### src/rtl/bidir_arb_pkg.sv
// bidir_arb_pkg: shared FSM state encoding and owner ids for the bidirectional RAM arbiter.
package bidir_arb_pkg;
    typedef enum logic [1:0] {IDLE = 2'd0, OWN0 = 2'd1, OWN1 = 2'd2} state_t;
    localparam logic OWNER0 = 1'b0;
    localparam logic OWNER1 = 1'b1;
endpackage

### src/rtl/bidir_arb_rsp.sv
// bidir_arb_rsp: one-cycle read response tracker; registers read-grant valid and owner id.
module bidir_arb_rsp
    import bidir_arb_pkg::*;
(
    input  logic clk,
    input  logic rst,
    input  logic rd_vld,
    input  logic rd_id,
    output logic rvalid0,
    output logic rvalid1
);
    logic vld_q, vld_d, id_q, id_d;
    always_comb begin
        vld_d = rd_vld & ~rst;
        id_d  = rd_vld ? rd_id : id_q;
    end
    always_ff @(posedge clk) begin
        if (rst) begin
            vld_q <= 1'b0;
            id_q  <= OWNER0;
        end else begin
            vld_q <= vld_d;
            id_q  <= id_d;
        end
    end
    // a response already in flight is suppressed while reset is held
    assign rvalid0 = vld_q & ~rst & (id_q == OWNER0);
    assign rvalid1 = vld_q & ~rst & (id_q == OWNER1);
endmodule

### src/rtl/bidir_ram_arbiter.sv
// bidir_ram_arbiter: two requesters sharing one single-port RAM, round robin with burst limit.
// Define BIDIR_ARB_FIXED_PRIO_EN for strict requester-0 priority (burst limit ignored).
module bidir_ram_arbiter
    import bidir_arb_pkg::*;
#(
    parameter int DATA_WIDTH = 8,
    parameter int ADDR_WIDTH = 4,
    parameter int MAX_BURST  = 4
) (
    input  logic                  clk,
    input  logic                  rst,
    input  logic                  req0,
    input  logic                  req1,
    input  logic                  we0,
    input  logic                  we1,
    input  logic [ADDR_WIDTH-1:0] addr0,
    input  logic [ADDR_WIDTH-1:0] addr1,
    input  logic [DATA_WIDTH-1:0] wdata0,
    input  logic [DATA_WIDTH-1:0] wdata1,
    output logic                  gnt0,
    output logic                  gnt1,
    output logic                  rvalid0,
    output logic                  rvalid1,
    output logic [DATA_WIDTH-1:0] rdata,
    output logic [ADDR_WIDTH-1:0] ram_addr,
    output logic [DATA_WIDTH-1:0] ram_d,
    output logic                  ram_we,
    input  logic [DATA_WIDTH-1:0] ram_q
);
    localparam int BW = $clog2(MAX_BURST) + 1;
    localparam logic [BW-1:0] BMAX = BW'(MAX_BURST);

    state_t                state_q, state_d;
    logic                  last_q, last_d;
    logic [BW-1:0]         burst_q, burst_d;
    logic [ADDR_WIDTH-1:0] ram_addr_q, ram_addr_d;
    logic                  pick1;

    always_comb begin
        gnt0 = 1'b0;
        gnt1 = 1'b0;
`ifdef BIDIR_ARB_FIXED_PRIO_EN
        pick1 = 1'b0;
`else
        // who wins when both request: opposite of last owner from IDLE, else owner until burst is spent
        pick1 = (state_q == IDLE) ? (last_q == OWNER0) :
                (state_q == OWN0) ? (burst_q >= BMAX) : (burst_q < BMAX);
`endif
        if (!rst) begin
            gnt0 = req0 & ~(req1 & pick1);
            gnt1 = req1 & ~(req0 & ~pick1);
        end
        state_d    = gnt0 ? OWN0 : gnt1 ? OWN1 : IDLE;
        last_d     = gnt0 ? OWNER0 : gnt1 ? OWNER1 : last_q;
        burst_d    = (state_d == IDLE) ? '0 :
                     (state_d != state_q) ? BW'(1) :
                     (burst_q == BMAX) ? burst_q : burst_q + 1'b1;
        ram_addr_d = gnt0 ? addr0 : gnt1 ? addr1 : ram_addr_q;
    end

    always_ff @(posedge clk) begin
        if (rst) begin
            state_q    <= IDLE;
            last_q     <= OWNER1;
            burst_q    <= '0;
            ram_addr_q <= '0;
        end else begin
            state_q    <= state_d;
            last_q     <= last_d;
            burst_q    <= burst_d;
            ram_addr_q <= ram_addr_d;
        end
    end

    assign ram_addr = rst ? '0 : ram_addr_d;
    assign ram_we   = (gnt0 & we0) | (gnt1 & we1);
    assign ram_d    = gnt1 ? wdata1 : wdata0;
    assign rdata    = ram_q;

    bidir_arb_rsp u_rsp (
        .clk     (clk),
        .rst     (rst),
        .rd_vld  ((gnt0 & ~we0) | (gnt1 & ~we1)),
        .rd_id   (gnt1 ? OWNER1 : OWNER0),
        .rvalid0 (rvalid0),
        .rvalid1 (rvalid1)
    );
endmodule

### config.mk
export PLATFORM = sky130hd
export DESIGN_NAME = bidir_ram_arbiter
export DESIGN_NICKNAME = d
export VERILOG_FILES = /design/src/rtl/bidir_arb_pkg.sv /design/src/rtl/bidir_arb_rsp.sv /design/src/rtl/bidir_ram_arbiter.sv
export SDC_FILE = /design/constraint.sdc
export NUM_CORES = 1
export LEC_CHECK = 0
export CELL_PAD_IN_SITES_DETAIL_PLACEMENT = 1
export CELL_PAD_IN_SITES_GLOBAL_PLACEMENT = 1
export CORE_MARGIN = 4
export CORE_UTILIZATION = 22
export DETAILED_ROUTE_END_ITERATION = 16
export GPL_TIMING_DRIVEN = 1
export PLACE_DENSITY_LB_ADDON = 0.1
export SYNTH_ARGS = -nofsm -noshare
export SYNTH_HDL_FRONTEND = slang
export SYNTH_SLANG_ARGS = --single-unit
export TNS_END_PERCENT = 10
### constraint.sdc
create_clock -name clk -period 2 [get_ports clk]
set_input_delay 0.4 -clock clk [delete_from_list [all_inputs] [get_ports clk]]
set_output_delay 0.4 -clock clk [all_outputs]
set_load 0.05 [all_outputs]
==> flow_metrics.env <==
export IMPL_cts_tree="built"
export IMPL_avgSynthCellArea_sq_um=8.38
export IMPL_cellLeakagePower_nw=0.707
export IMPL_hold_slack_ns=0.509
export IMPL_setup_ws_ns=-0.313
export IMPL_synth_top_area_share_pct=28.7
export IMPL_critPathKind="register to primary output"
export IMPL_final_util_pct=44.5
export IMPL_synth_cell_area_sq_um=838
export IMPL_worst_pin_slew_ns=0.302
export IMPL_timing_fmax_mhz=432
export IMPL_nNetsFinal=194
export IMPL_grt_pass1_wl_um=5110
export IMPL_dpl_hpwl_um=2330
export IMPL_p_int_uw=627
export IMPL_grtUsageTotal_pct=12.9
export IMPL_cts_buffers=3
export IMPL_synth_nets=140
export IMPL_yosys_warnings=0
export IMPL_path_clk_slew_ns=0.06
export IMPL_drc=0
export IMPL_netlist_top_cells_area="dfxtp_1 29%, mux2_1 11%, buf_4 8.1%, a21oi_1 6.0%, a32oi_1 4.2%"
export IMPL_switchingPower_uw=304
export IMPL_postRouteAntennaNets=0
export IMPL_end_kind="primary output"
export IMPL_drt_pre_antenna_iters=4
export IMPL_fin_skew_ns=0.00162
export IMPL_yosysUniqueCellTypes=33
export IMPL_r2r_start="last_q"
export IMPL_synth_enable_flop_cells=0
export IMPL_vdd_ir_drop_max_mv=0.352
export IMPL_cts_sinks=12
export IMPL_placed_area_sq_um=1420
export IMPL_pwr_share_clk_pct=29.5
export IMPL_wl_per_cell_um=15.1
export IMPL_drive_gt1_share_pct=43.1
export IMPL_pin_count=63
export IMPL_fillers=417
export IMPL_r2r_cells=6
export IMPL_stdcell_count=201
export IMPL_hold_start="burst_q[1]"
export IMPL_area_growth_pct=94.3
export IMPL_setup_viol=15
export IMPL_hold_viol=0
export IMPL_num_vias=939
export IMPL_core_rowCount=22
export IMPL_start_util_pct=22.9
export IMPL_dp_slack_ns=-0.400
export IMPL_clk_latency_ns=0.24
export IMPL_drv_slew=0
export IMPL_gp_congestion=0.712
export IMPL_r2r_setup_slack_ns=0.32
export IMPL_clk_path_buf_depth=2
export IMPL_period_minus_slack_ns=2.31
export IMPL_postCtsHoldBufs=0
export IMPL_yosysTopAreaCell="dfxtp_1"
export IMPL_period_share_pct=116
export IMPL_critPathLaunchType="register"
export IMPL_ys_ff_latch=12
export IMPL_r2r_end="u_rsp.vld_q"
export IMPL_violations="negative setup slack"
export IMPL_p_comb_share_pct=41.7
export IMPL_critPathMaxFanout=6
export IMPL_ctsRootBufferMaster="clkbuf_8"
export IMPL_crit_arrival_ns=1.91
export IMPL_antenna_found_initial=0
export IMPL_hold_path_class="register to register"
export IMPL_grt_pass1_vias=1063
export IMPL_dp_cells=196
export IMPL_synth_ff_type="dfxtp_1"
export IMPL_routed_wl_um=3040
export IMPL_grt_max_degree=13
export IMPL_antennaDiodeCount=0
export IMPL_tns_ns=-4.00
export IMPL_hold_depth=2
export IMPL_drt_initial_drc_count=24
export IMPL_status="complete, but fails checks"
export IMPL_drv_cap=0
export IMPL_dieArea_sq_um=4860
export IMPL_grt_setup_unrepaired="yes"
export IMPL_die_x_um=69.7
export IMPL_crit_required_ns=1.60
export IMPL_seqPwrFrac_pct=28.7
export IMPL_whs_endpoint="burst_q[1]"
export IMPL_async_flop_share_pct=0
export IMPL_core_area_sq_um=3660
export IMPL_fin_area_sq_um=1630
export IMPL_die_y_um=69.7
export IMPL_synth_yosys_seq_area_share_pct=28.7
export IMPL_total_power_uw=931
export IMPL_p_sw_share_pct=32.7
export IMPL_overflow=0
export IMPL_viasPerCell=4.67
export IMPL_htree_levels=1
export IMPL_portBuffers=46
export IMPL_power_density_nw_per_um2=572
export IMPL_synth_cells=100
export IMPL_slew_headroom_pct=79.7
[layer usage]
metal | global-route usage, % | vias to the layer above | part of all wire, %
li1 | - | 457 | -
met5 | 0 | - | 0
met1 | 15.2 | 452 | 42
met3 | 4.49 | 0 | 4.4
met2 | 22.8 | 30 | 54
met4 | 1.91 | 0 | 0
[flip-flops by register name, summed over array words and instances, names as in the netlist]
signal and count:
last_q 1, ram_addr_q 4, state_q 2, burst_q 3, u_rsp.id_q 1, u_rsp.vld_q 1
[Yosys cell counts, types with 2 or more instances]
library cell / instances
a22o_1: 2
buf_4: 9
nor2b_1: 4
a32oi_1: 4
nor3_1: 2
nand3_1: 7
ha_1: 2
dfxtp_1: 12
nand3b_1: 2
and3b_1: 2
mux2_1: 8
nand2_1: 3
a21oi_1: 10
nor2_1: 5
clkbuf_1: 4
inv_2: 2
nand2b_1: 4
inv_1: 3
[critical path, stage by stage, from the launching register on]
cell and delay [ns]:
dfxtp_2 0.33, nor2b_4 0.12, o21a_1 0.21, or3b_4 0.45, and3b_4 0.20, a22o_2 0.21
buf_6 0.15
[timing repair]
action                                 4_1_cts  5_1_grt
endpoints found under the hold margin        0        0
resized for setup                           18       17
gates cloned                                 0        1
pin swaps                                    0        5
setup endpoints to repair                   15       15
setup buffers                                0        0
[worst max path at each step]
stage,startpoint,endpoint,slack (ns),cells past startpoint
floorplan,req1,ram_we,-0.14,5
global placement,req1,ram_we,-0.36,5
detailed placement,req1,ram_we,-0.40,5
CTS,last_q,ram_d[4],-0.33,8
global route,last_q,ram_d[0],-0.38,8
finish,last_q,ram_we,-0.31,6
[cells by family after synthesis]
group	after synthesis	share of synthesized area, %
muxes	8	10.7
AOI/OAI and AO/OA	25	20.3
DFF	12	28.7
and+or+nand+nor	33	23.3
adders and majority gates	2	2.98
buffers and inverters	20	14.0
[cell usage in the layout (no fill, tap or decap), types with 3 or more instances in the layout]
cell type,n
nand2b_1,3
clkbuf_8,4
buf_12,4
clkdlybuf4s50_1,28
buf_6,14
buf_4,15
dfxtp_1,10
inv_1,3
nor2b_1,3
nor2_1,5
a21oi_2,5
nand2_1,3
a32oi_1,3
a21oi_1,6
mux2_4,8
nand3_1,7
[final cells by class]
type                            instances  area, sq um  share of cell area (%)
Sequential cell                        12          243                    14.9
Multi-Input combinational cell         68          573                    35.2
Inverter                                5         18.8                    1.15
Tap cell                               48         60.1                    3.69
Clock buffer                            4         55.1                    3.38
Timing Repair Buffer                   64          679                    41.7
[power by group through the flow]
stage | Combinational (mW) | Sequential, mW | Clock [mW]
6_report | 0.389 | 0.268 | 0.275
5_1_grt | 0.414 | 0.270 | 0.297
4_1_cts | 0.364 | 0.266 | 0.288
3_5_place_dp | 0.341 | 0.271 | 0
3_3_place_gp | 0.334 | 0.271 | 0
2_1_floorplan | 0.234 | 0.268 | 0
(Power assumes the default switching activity.)
